`config.mk`:
```
export PLATFORM = sky130hd
export DESIGN_NAME = macc_multi
export DESIGN_NICKNAME = d
export VERILOG_FILES = /design/src/rtl/macc_pkg.sv /design/src/rtl/macc_multi_core.sv /design/src/rtl/macc_multi.sv
export SDC_FILE = /design/constraint.sdc
export NUM_CORES = 2
export LEC_CHECK = 0
export ABC_AREA = 1
export ABC_CLOCK_PERIOD_IN_PS = 11690
export CAP_MARGIN = 20
export CORE_AREA = 5 5 222 278
export CTS_CLUSTER_DIAMETER = 100
export DETAILED_ROUTE_END_ITERATION = 16
export DIE_AREA = 0 0 227 283
export PLACE_DENSITY_LB_ADDON = 0.12
export SKIP_LAST_GASP = 1
export SYNTH_ARGS = -nofsm -noshare
export SYNTH_HDL_FRONTEND = slang
export SYNTH_HIERARCHICAL = 1
export SYNTH_SLANG_ARGS = --single-unit
export TNS_END_PERCENT = 5
```
`constraint.sdc`:
```
create_clock -name clk -period 11.69 [get_ports clk]
set_input_delay 2.338 -clock clk [delete_from_list [all_inputs] [get_ports clk]]
set_output_delay 2.338 -clock clk [all_outputs]
set_load 0.02 [all_outputs]
```
`src/rtl/macc_pkg.sv`:
```
// Shared width helpers, elaboration width checks and the output round/saturate function
// for the multi-channel multiply-accumulator.
package macc_pkg;

    localparam int unsigned MaxW = 128;

    function automatic int unsigned prod_width(input int unsigned adw, input int unsigned bdw);
        return adw + bdw;
    endfunction

    function automatic int unsigned id_width(input int unsigned nch);
        return (nch > 1) ? $clog2(nch) : 1;
    endfunction

    function automatic bit widths_ok(input int unsigned adw, input int unsigned bdw,
                                     input int unsigned aw, input int unsigned nch,
                                     input int unsigned oshift, input int unsigned odw);
        return (aw >= adw + bdw) && (aw <= MaxW) && (nch >= 1) && (odw >= 1) &&
               (odw + oshift <= aw);
    endfunction

    // Caller keeps the low odw bits; with sat_en clear that is a plain floor shift and wrap.
    function automatic logic signed [MaxW-1:0] scale_sum(input logic signed [MaxW-1:0] sum,
                                                         input int unsigned oshift,
                                                         input int unsigned odw,
                                                         input bit sat_en,
                                                         output logic clamped);
        logic signed [MaxW-1:0] v, one, hi, lo;
        one     = '0;
        one[0]  = 1'b1;
        v       = sum;
        clamped = 1'b0;
        if (sat_en && oshift > 0) v = v + (one <<< (oshift - 1));
        v = v >>> oshift;
        if (sat_en) begin
            hi = (one <<< (odw - 1)) - one;
            lo = -(one <<< (odw - 1));
            if (v > hi) begin
                v       = hi;
                clamped = 1'b1;
            end else if (v < lo) begin
                v       = lo;
                clamped = 1'b1;
            end
        end
        return v;
    endfunction

endpackage

```
`src/rtl/macc_multi_core.sv`:
```
// P1-P3 of the multi-channel MAC: operand register, product, per-channel accumulate.
// Beats with an out-of-range channel ID are dropped at P1.
module macc_multi_core
    import macc_pkg::*;
#(
    parameter int unsigned ADW = 24,
    parameter int unsigned BDW = 18,
    parameter int unsigned AW  = 48,
    parameter int unsigned NCH = 4,
    parameter int unsigned IDW = 2
) (
    input  logic                  clk,
    input  logic                  rst_n,
    input  logic                  ce,
    input  logic                  in_valid,
    input  logic signed [ADW-1:0] in_a,
    input  logic signed [BDW-1:0] in_b,
    input  logic        [IDW-1:0] in_id,
    input  logic                  in_last,
    output logic                  out_valid,
    output logic signed [AW-1:0]  out_sum,
    output logic        [IDW-1:0] out_id
);

    localparam int unsigned PW = prod_width(ADW, BDW);

    logic                  p1_valid_q, p1_last_q;
    logic signed [ADW-1:0] p1_a_q;
    logic signed [BDW-1:0] p1_b_q;
    logic        [IDW-1:0] p1_id_q;
    logic                  p2_valid_q, p2_last_q;
    logic signed [PW-1:0]  p2_prod_q;
    logic        [IDW-1:0] p2_id_q;
    logic                  out_valid_q;
    logic signed [AW-1:0]  out_sum_q;
    logic        [IDW-1:0] out_id_q;
    logic signed [AW-1:0]  acc_q [NCH];
    logic        [NCH-1:0] first_q;

    logic                  id_ok;
    logic signed [PW-1:0]  prod;
    logic signed [AW-1:0]  base, sum;

    always_comb begin
        id_ok = 32'(in_id) < NCH;
        prod  = PW'(p1_a_q) * PW'(p1_b_q);
        base  = first_q[p2_id_q] ? '0 : acc_q[p2_id_q];
        sum   = base + AW'(p2_prod_q);
    end

    always_ff @(posedge clk) begin
        if (!rst_n) begin
            p1_valid_q  <= 1'b0;
            p2_valid_q  <= 1'b0;
            out_valid_q <= 1'b0;
            first_q     <= '1;
        end else if (ce) begin
            p1_valid_q  <= in_valid && id_ok;
            p2_valid_q  <= p1_valid_q;
            out_valid_q <= p2_valid_q && p2_last_q;
            if (p2_valid_q) first_q[p2_id_q] <= p2_last_q;
        end
    end

    // Accumulator read and write share P3, so consecutive beats on one channel see fresh data.
    always_ff @(posedge clk) begin
        if (ce) begin
            p1_a_q    <= in_a;
            p1_b_q    <= in_b;
            p1_id_q   <= in_id;
            p1_last_q <= in_last;
            p2_prod_q <= prod;
            p2_id_q   <= p1_id_q;
            p2_last_q <= p1_last_q;
            if (p2_valid_q && !p2_last_q) acc_q[p2_id_q] <= sum;
            out_sum_q <= sum;
            out_id_q  <= p2_id_q;
        end
    end

    assign out_valid = out_valid_q;
    assign out_sum   = out_sum_q;
    assign out_id    = out_id_q;

endmodule

```
`src/rtl/macc_multi.sv`:
```
// Multi-channel AXI-stream multiply-accumulator: skid input stage, core, scaled output register.
// Define MACC_MULTI_SATURATE_EN for round-half-up and saturation with tuser clamp flag.
module macc_multi
    import macc_pkg::*;
#(
    parameter int unsigned ADW    = 24,
    parameter int unsigned BDW    = 18,
    parameter int unsigned AW     = 48,
    parameter int unsigned NCH    = 4,
    parameter int unsigned IDW    = id_width(NCH),
    parameter int unsigned OSHIFT = 24,
    parameter int unsigned ODW    = 24
) (
    input  logic                  clk,
    input  logic                  rst_n,
    input  logic signed [ADW-1:0] s_axis_atdata,
    input  logic signed [BDW-1:0] s_axis_btdata,
    input  logic        [IDW-1:0] s_axis_tid,
    input  logic                  s_axis_tvalid,
    output logic                  s_axis_tready,
    input  logic                  s_axis_tlast,
    output logic signed [ODW-1:0] m_axis_tdata,
    output logic        [IDW-1:0] m_axis_tid,
    output logic                  m_axis_tuser,
    output logic                  m_axis_tvalid,
    input  logic                  m_axis_tready
);

    if (!widths_ok(ADW, BDW, AW, NCH, OSHIFT, ODW)) begin : g_width_check
        $error("macc_multi: illegal ADW/BDW/AW/NCH/OSHIFT/ODW combination");
    end

`ifdef MACC_MULTI_SATURATE_EN
    localparam bit SatEn = 1'b1;
`else
    localparam bit SatEn = 1'b0;
`endif

    localparam int unsigned BW = ADW + BDW + IDW + 1;

    logic          ce, accept;
    logic [BW-1:0] in_beat;
    logic          ready_q, ready_d;
    logic          skid_valid_q, skid_valid_d, spare_valid_q, spare_valid_d;
    logic [BW-1:0] skid_data_q, skid_data_d, spare_data_q, spare_data_d;

    logic                  core_valid;
    logic signed [AW-1:0]  core_sum;
    logic        [IDW-1:0] core_id;

    logic signed [MaxW-1:0] scaled;
    logic                   clamped;
    logic                   unused_scaled;
    logic                   tvalid_q, tuser_q;
    logic signed [ODW-1:0]  tdata_q;
    logic        [IDW-1:0]  tid_q;

    assign ce      = !tvalid_q || m_axis_tready;
    assign accept  = s_axis_tvalid && ready_q;
    assign in_beat = {s_axis_atdata, s_axis_btdata, s_axis_tid, s_axis_tlast};

    // Two-slot skid: ready only depends on the spare slot, so it never sees m_axis_tready.
    always_comb begin
        skid_valid_d  = skid_valid_q;
        skid_data_d   = skid_data_q;
        spare_valid_d = spare_valid_q;
        spare_data_d  = spare_data_q;
        if (ce) begin
            if (spare_valid_q) begin
                skid_valid_d  = 1'b1;
                skid_data_d   = spare_data_q;
                spare_valid_d = 1'b0;
            end else begin
                skid_valid_d = accept;
                skid_data_d  = in_beat;
            end
        end else if (accept) begin
            if (!skid_valid_q) begin
                skid_valid_d = 1'b1;
                skid_data_d  = in_beat;
            end else begin
                spare_valid_d = 1'b1;
                spare_data_d  = in_beat;
            end
        end
        ready_d = !spare_valid_d;
    end

    always_ff @(posedge clk) begin
        if (!rst_n) begin
            ready_q       <= 1'b0;
            skid_valid_q  <= 1'b0;
            spare_valid_q <= 1'b0;
        end else begin
            ready_q       <= ready_d;
            skid_valid_q  <= skid_valid_d;
            spare_valid_q <= spare_valid_d;
        end
    end

    always_ff @(posedge clk) begin
        skid_data_q  <= skid_data_d;
        spare_data_q <= spare_data_d;
    end

    macc_multi_core #(
        .ADW(ADW),
        .BDW(BDW),
        .AW (AW),
        .NCH(NCH),
        .IDW(IDW)
    ) u_core (
        .clk      (clk),
        .rst_n    (rst_n),
        .ce       (ce),
        .in_valid (skid_valid_q),
        .in_a     (skid_data_q[BW-1 -: ADW]),
        .in_b     (skid_data_q[IDW+1 +: BDW]),
        .in_id    (skid_data_q[1 +: IDW]),
        .in_last  (skid_data_q[0]),
        .out_valid(core_valid),
        .out_sum  (core_sum),
        .out_id   (core_id)
    );

    always_comb begin
        clamped = 1'b0;
        scaled  = scale_sum(MaxW'(core_sum), OSHIFT, ODW, SatEn, clamped);
    end
    assign unused_scaled = ^scaled[MaxW-1:ODW];

    always_ff @(posedge clk) begin
        if (!rst_n) begin
            tvalid_q <= 1'b0;
            tdata_q  <= '0;
            tid_q    <= '0;
            tuser_q  <= 1'b0;
        end else if (ce) begin
            tvalid_q <= core_valid;
            if (core_valid) begin
                tdata_q <= scaled[ODW-1:0];
                tid_q   <= core_id;
                tuser_q <= SatEn && clamped;
            end
        end
    end

    assign s_axis_tready = ready_q;
    assign m_axis_tvalid = tvalid_q;
    assign m_axis_tdata  = tdata_q;
    assign m_axis_tid    = tid_q;
    assign m_axis_tuser  = tuser_q;

endmodule

```
### Word-level counts from Yosys, hierarchy flattened

Memory sizes are Yosys's and may differ from the RTL's. A register that Yosys moved wholly into a read port is not among the register bits.
Index checks and enable logic that the tools add are counted.

| cells by class | value |
|---|---|
| add/sub/neg operators | 1 |
| bitwise operators | 1 |
| order comparisons | 2 |
| reduce and logical (&&, ||, !) cells | 13 |
| multipliers | 1 |
| multiplexer cells | 20 |
| equality and inequality tests | 1 |

Operators by type and width:

| cell | count |
|---|---|
| 45-bit 2-to-1 mux | 4 |
| 48-bit by 42-bit adder with 48-bit output | 1 |
| 48-bit 2-to-1 mux | 1 |
| 24-bit by 18-bit multiplier with 42-bit output | 1 |
| 1-bit 2-to-1 mux | 11 |
| 2-bit AND reduction | 3 |
| 4-bit bitwise mux | 1 |
| 1-bit logical AND | 4 |
| 1-bit logical NOT | 3 |
| 2-bit by 3-bit < comparator with 1-bit output, second input constant | 1 |
| 3-bit AND reduction | 1 |
| 1-bit binary-select mux with 2-bit select | 1 |
| 1-bit demux with 2-bit select | 1 |
| 2-bit by 1-bit >= comparator with 1-bit output, second input constant | 1 |
| 2-bit 2-to-1 mux | 1 |
| 2-bit != test, second input constant | 1 |
| 2-bit nonzero test | 1 |
| 1-bit logical OR | 1 |
| 1-bit inverter | 1 |

| word-level totals | value |
|---|---|
| memories kept | 1 |
| bits of input ports | 49 |
| output and inout bits | 29 |
| flip-flop bits (word level) | 267 |
| bits in writable memories | 192 |

Memories:

| name | words | width | rd ports | clocked after Yosys merged registers in | write ports | line | RTL |
|---|---|---|---|---|---|---|---|
| u_core.acc_q | 4 | 48 | 1 | 1 | 1 | macc_multi_core.sv:37 | `logic signed [AW-1:0] acc_q [NCH];` |

### Longest topological paths before layout

| depth | value |
|---|---|
| word-level depth | 5 |
| gate-level depth with buffers | 29 |
| mapped depth without buffers | 27 |

### Hierarchy

Netlist, hierarchy kept.

Modules (own cells, without submodules):

| module | times used | area an instance (µm²) | cells an instance |
|---|---|---|---|
| macc_multi_core | 1 | 33195.6 | 3931 |
| macc_multi | 1 | 4644.5 | 408 |

### Least setup slack after synthesis

Ideal clock, no wire load.

| timing | value |
|---|---|
| path type | in2reg |
| start point | in m_axis_tready |
| end point | reg u_core.first_q[0] |
| setup time | 0.234 ns |
| required time | 11.456 ns |
| buffers on the path | 1 |
| stages on the path | 6 |
| slack | 4.407 ns |
| arrival time | 7.049 ns |
| path through | inv_2 nand2_4 buf_2 nand3_1 nor2_1 o21ai_0 |

| between the ends | value |
|---|---|
| word-level cells in the longest chain between the ends | 2 |

RTL lines:

| what | line | RTL |
|---|---|---|
| start, declared | macc_multi.sv:26 | `input logic m_axis_tready` |
| 1-bit logical OR | macc_multi.sv:58 | `assign ce = !tvalid_q \|\| m_axis_tready;` |
| net ce | macc_multi.sv:41 | `logic ce, accept;` |
| 2-bit AND reduction (no line) | -- |  |
| end signal, assigned by index | macc_multi_core.sv:61 | `if (p2_valid_q) first_q[p2_id_q] <= p2_last_q;` |
| end, declared | macc_multi_core.sv:38 | `logic [NCH-1:0] first_q;` |

The timed path passes the listed nets, and every way through them passes these cells.
A chain may end at the register's enable or synchronous reset.

### Worst setup path after layout

| timing | value |
|---|---|
| start point | reg u_core.p1_b_q[3] |
| end point | reg u_core.p2_prod_q[41] (data pin) |

| between the ends | value |
|---|---|
| word-level cells in the longest chain between the ends | 1 |

RTL lines:

| what | line | RTL |
|---|---|---|
| start, declared | macc_multi_core.sv:29 | `logic signed [BDW-1:0] p1_b_q;` |
| start signal, assigned | macc_multi_core.sv:69 | `p1_b_q <= in_b;` |
| 24-bit by 18-bit multiplier with 42-bit output | macc_multi_core.sv:46 | `prod = PW'(p1_a_q) * PW'(p1_b_q);` |
| net u_core.prod[41] | macc_multi_core.sv:41 | `logic signed [PW-1:0] prod;` |
| end signal, assigned | macc_multi_core.sv:72 | `p2_prod_q <= prod;` |
| end, declared | macc_multi_core.sv:32 | `logic signed [PW-1:0] p2_prod_q;` |

The timed path passes the listed nets, and every way through them passes these cells.

==> PnR_summary.wiki <==
{| class="wikitable"
! Metric !! Value
|-
| Run status || complete, no violations
|-
| Sequential cell area in the final layout || 12700 µm²
|-
| Maximum operating frequency || 0.154 GHz
|-
| Overall routed net length || 90.3 mm
|-
| Setup violation total in the final timing report || 0
|-
| Cell depth of the worst min-delay path || 0
|-
| Number of buffers created by CTS || 45
|-
| Start of the worst register-to-register path || u_core/p1_b_q[3]
|-
| Count of pins over their slew limit || 0
|-
| Shortest clock period the worst path allows after layout || 6.51 ns
|-
| Clock tree sinks || 437
|-
| Slew margin rel. || 0.254
|-
| Top-Level Pins || 78
|-
| Final antenna diode count || 0
|-
| WP data required || 12.16 ns
|-
| Average wire per cell in the routed design || 17.7 µm
|-
| Clock tree from TritonCTS || yes
|-
| Unrepaired setup endpoints after global routing || false
|-
| Critical Path Source Type || flip-flop
|-
| Die Y || 283 µm
|-
| Yosys warning total || 6
|-
| DRC violation count after routing || 0
|-
| Clock-pin transition on the worst setup and hold timing paths || 0.06 ns
|-
| Final hold violations || 0
|-
| Setup TNS || 0 ns
|-
| Kind of path behind the tightest hold check || flip-flop to flip-flop
|-
| Slew @ Worst Pin || 1.12 ns
|-
| Endpoint, Worst Hold || u_core/p1_a_q[8]
|-
| Synthesized netlist net count || 4942
|-
| Synth Area per Inst || 8.60 µm²
|-
| Setup fix buffers added after clock tree synthesis || 0
|-
| Vias in the first global route || 28700
|-
| Fin nets || 4942
|-
| Layout Skew || 0.0419 ns
|-
| DR vias/cell || 5.31
|-
| Share of final-layout standard cells stronger than drive strength 1 || 0.0471
|-
| Critical Path Sink Type || flip-flop
|-
| Multi-input gate area || 19900 µm²
|-
| Final period util || 0.557
|-
| Count of standard-cell rows || 100
|-
| Port Buffers || 76
|-
| Vias || 27200
|-
| Count of max-cap constraint violations || 0
|-
| Summed instance area of the synthesized netlist || 37100 µm²
|-
| CTS Hold Buffers Added || 0
|-
| Clock tree buffer depth || 3
|-
| Placeable core region || 58900 µm²
|-
| Tot GR Track Use || 0.290
|-
| Post-DP HPWL || 70.5 mm
|-
| Die boundary width || 227 µm
|-
| Synth-to-Final Area Change || 7.73%
|-
| Clock latency on the worst-skew pair || 0.60 ns
|-
| Reg2Reg Setup Slack || 5.18 ns
|-
| First-iteration detailed-routing DRC count || 1666
|-
| Placer congestion estimate || 0.971
|-
| Worst Reg2Reg Path Length in Cells || 19
|-
| Critical Setup Path Class || flip-flop to flip-flop
|-
| Post-cts repair resize count || 0
|-
| Arrival time of data at the critical path endpoint || 6.98 ns
|-
| CTS HTree Levels || 2
|-
| Layout filler cell count || 4838
|-
| Critical register-to-register path endpoint || u_core/p2_prod_q[41]
|-
| Synthesized instance count || 4315
|-
| Initial Utilization || 0.630
|-
| Pin count of the biggest net entering global routing || 81
|-
| Start point of the worst min-delay path || skid_data_q[29]
|-
| Total congestion overflow || 0
|-
| Die ar. || 64200 µm²
|-
| Clk Tree Root Cell || sky130_fd_sc_hd__clkbuf_16
|-
| Maximum fanout encountered on the critical timing path || 24
|-
| Residual antenna-violating net count after detailed routing || 0
|-
| Wire length of the first global-routing pass || 147 mm
|-
| First-pass iteration count of the detailed router || 6
|-
| Initial antenna violation count || 0
|}
flip-flops by register name (all words and copies together), names as in the netlist, 2 cells and up, named ones only:
register and flops:
u_core/p1_a_q 24, u_core/out_sum 24, u_core/p1_id_q 2, skid_data_q 45, spare_data_q 45, u_core/p2_prod_q 42, m_axis_tdata 24, u_core/acc_q 192
u_core/p2_id_q 2, m_axis_tid 2, u_core/p1_b_q 18, u_core/out_id 2, u_core/first_q 4
metrics by stage:
stage	instances	hold slack, ns	util	cell area, µm²	setup WS [ns]
floorplan	4315	0.400	-	37100	4.72
global placement	5033	0.402	0.652	38400	5.23
detailed placement	5033	0.405	0.652	38400	5.19
CTS	5116	0.395	0.679	40000	5.19
global route	5116	0.419	0.679	40000	4.85
finish	5116	0.397	0.679	40000	5.18
placed cells by master, fill, tap and decap left out, types with 35 or more instances in the layout:
cell type                         count
sky130_fd_sc_hd__nand2_1           1228
sky130_fd_sc_hd__ha_1               152
sky130_fd_sc_hd__o21ai_0             65
sky130_fd_sc_hd__dfxtp_1             35
sky130_fd_sc_hd__fa_1               426
sky130_fd_sc_hd__inv_1             1027
sky130_fd_sc_hd__a21oi_1             85
sky130_fd_sc_hd__clkbuf_16           47
sky130_fd_sc_hd__edfxtp_1           398
sky130_fd_sc_hd__nand3_1            139
sky130_fd_sc_hd__xor2_1              41
sky130_fd_sc_hd__nor2_1             317
sky130_fd_sc_hd__clkdlybuf4s50_1     76
sky130_fd_sc_hd__o32ai_1             47
worst max path at each step:
| stage | from | end | slack, ns | depth (start not counted) |
|---|---|---|---|---|
| 4_1_cts | u_core/p1_b_q[6] | u_core/p2_prod_q[41] | 5.19 | 19 |
| 3_5_place_dp | u_core/p1_b_q[6] | u_core/p2_prod_q[41] | 5.19 | 19 |
| 3_3_place_gp | u_core/p1_b_q[6] | u_core/p2_prod_q[41] | 5.23 | 19 |
| 5_1_grt | u_core/p1_b_q[3] | u_core/p2_prod_q[41] | 4.85 | 19 |
| 6_report | u_core/p1_b_q[3] | u_core/p2_prod_q[41] | 5.18 | 19 |
| 2_1_floorplan | m_axis_tready | u_core/first_q[0] | 4.72 | 6 |
layout make-up:
cell class / instances / area share
repair buffers: 102 / 0.0239
flip-flops and latches: 437 / 0.319
clock buffers: 56 / 0.0308
inverters: 1038 / 0.0974
clock inverters: 27 / 0.00770
well taps: 765 / 0.0239
multi-input cells: 2691 / 0.498
per-layer routing:
| metal | track usage | up-vias | share of wire |
|---|---|---|---|
| li1 | - | 13000 | - |
| met1 | 0.344 | 13100 | 0.38 |
| met2 | 0.529 | 773 | 0.53 |
| met3 | 0.0305 | 255 | 0.042 |
| met4 | 0.128 | 0 | 0.052 |
| met5 | 0 | - | 0 |
critical path: stages (launching register included):
cell,delay [ns]
sky130_fd_sc_hd__edfxtp_1,0.97
sky130_fd_sc_hd__nand2_1,0.23
sky130_fd_sc_hd__inv_1,0.18
sky130_fd_sc_hd__fa_1,0.50
sky130_fd_sc_hd__fa_1,0.81
sky130_fd_sc_hd__inv_1,0.16
sky130_fd_sc_hd__fa_1,0.52
sky130_fd_sc_hd__fa_1,0.47
sky130_fd_sc_hd__fa_1,0.51
sky130_fd_sc_hd__inv_1,0.05
sky130_fd_sc_hd__fa_1,0.43
sky130_fd_sc_hd__ha_1,0.37
sky130_fd_sc_hd__nand2_1,0.14
sky130_fd_sc_hd__nor3_1,0.38
sky130_fd_sc_hd__nand2_1,0.13
sky130_fd_sc_hd__nor2_1,0.19
sky130_fd_sc_hd__nand3_1,0.14
sky130_fd_sc_hd__nand3_1,0.11
sky130_fd_sc_hd__nand2_1,0.05
sky130_fd_sc_hd__nand2_1,0.06
Power is not shown: default switching activity piles up to over one toggle a cycle in this logic, so the estimate is an artifact.
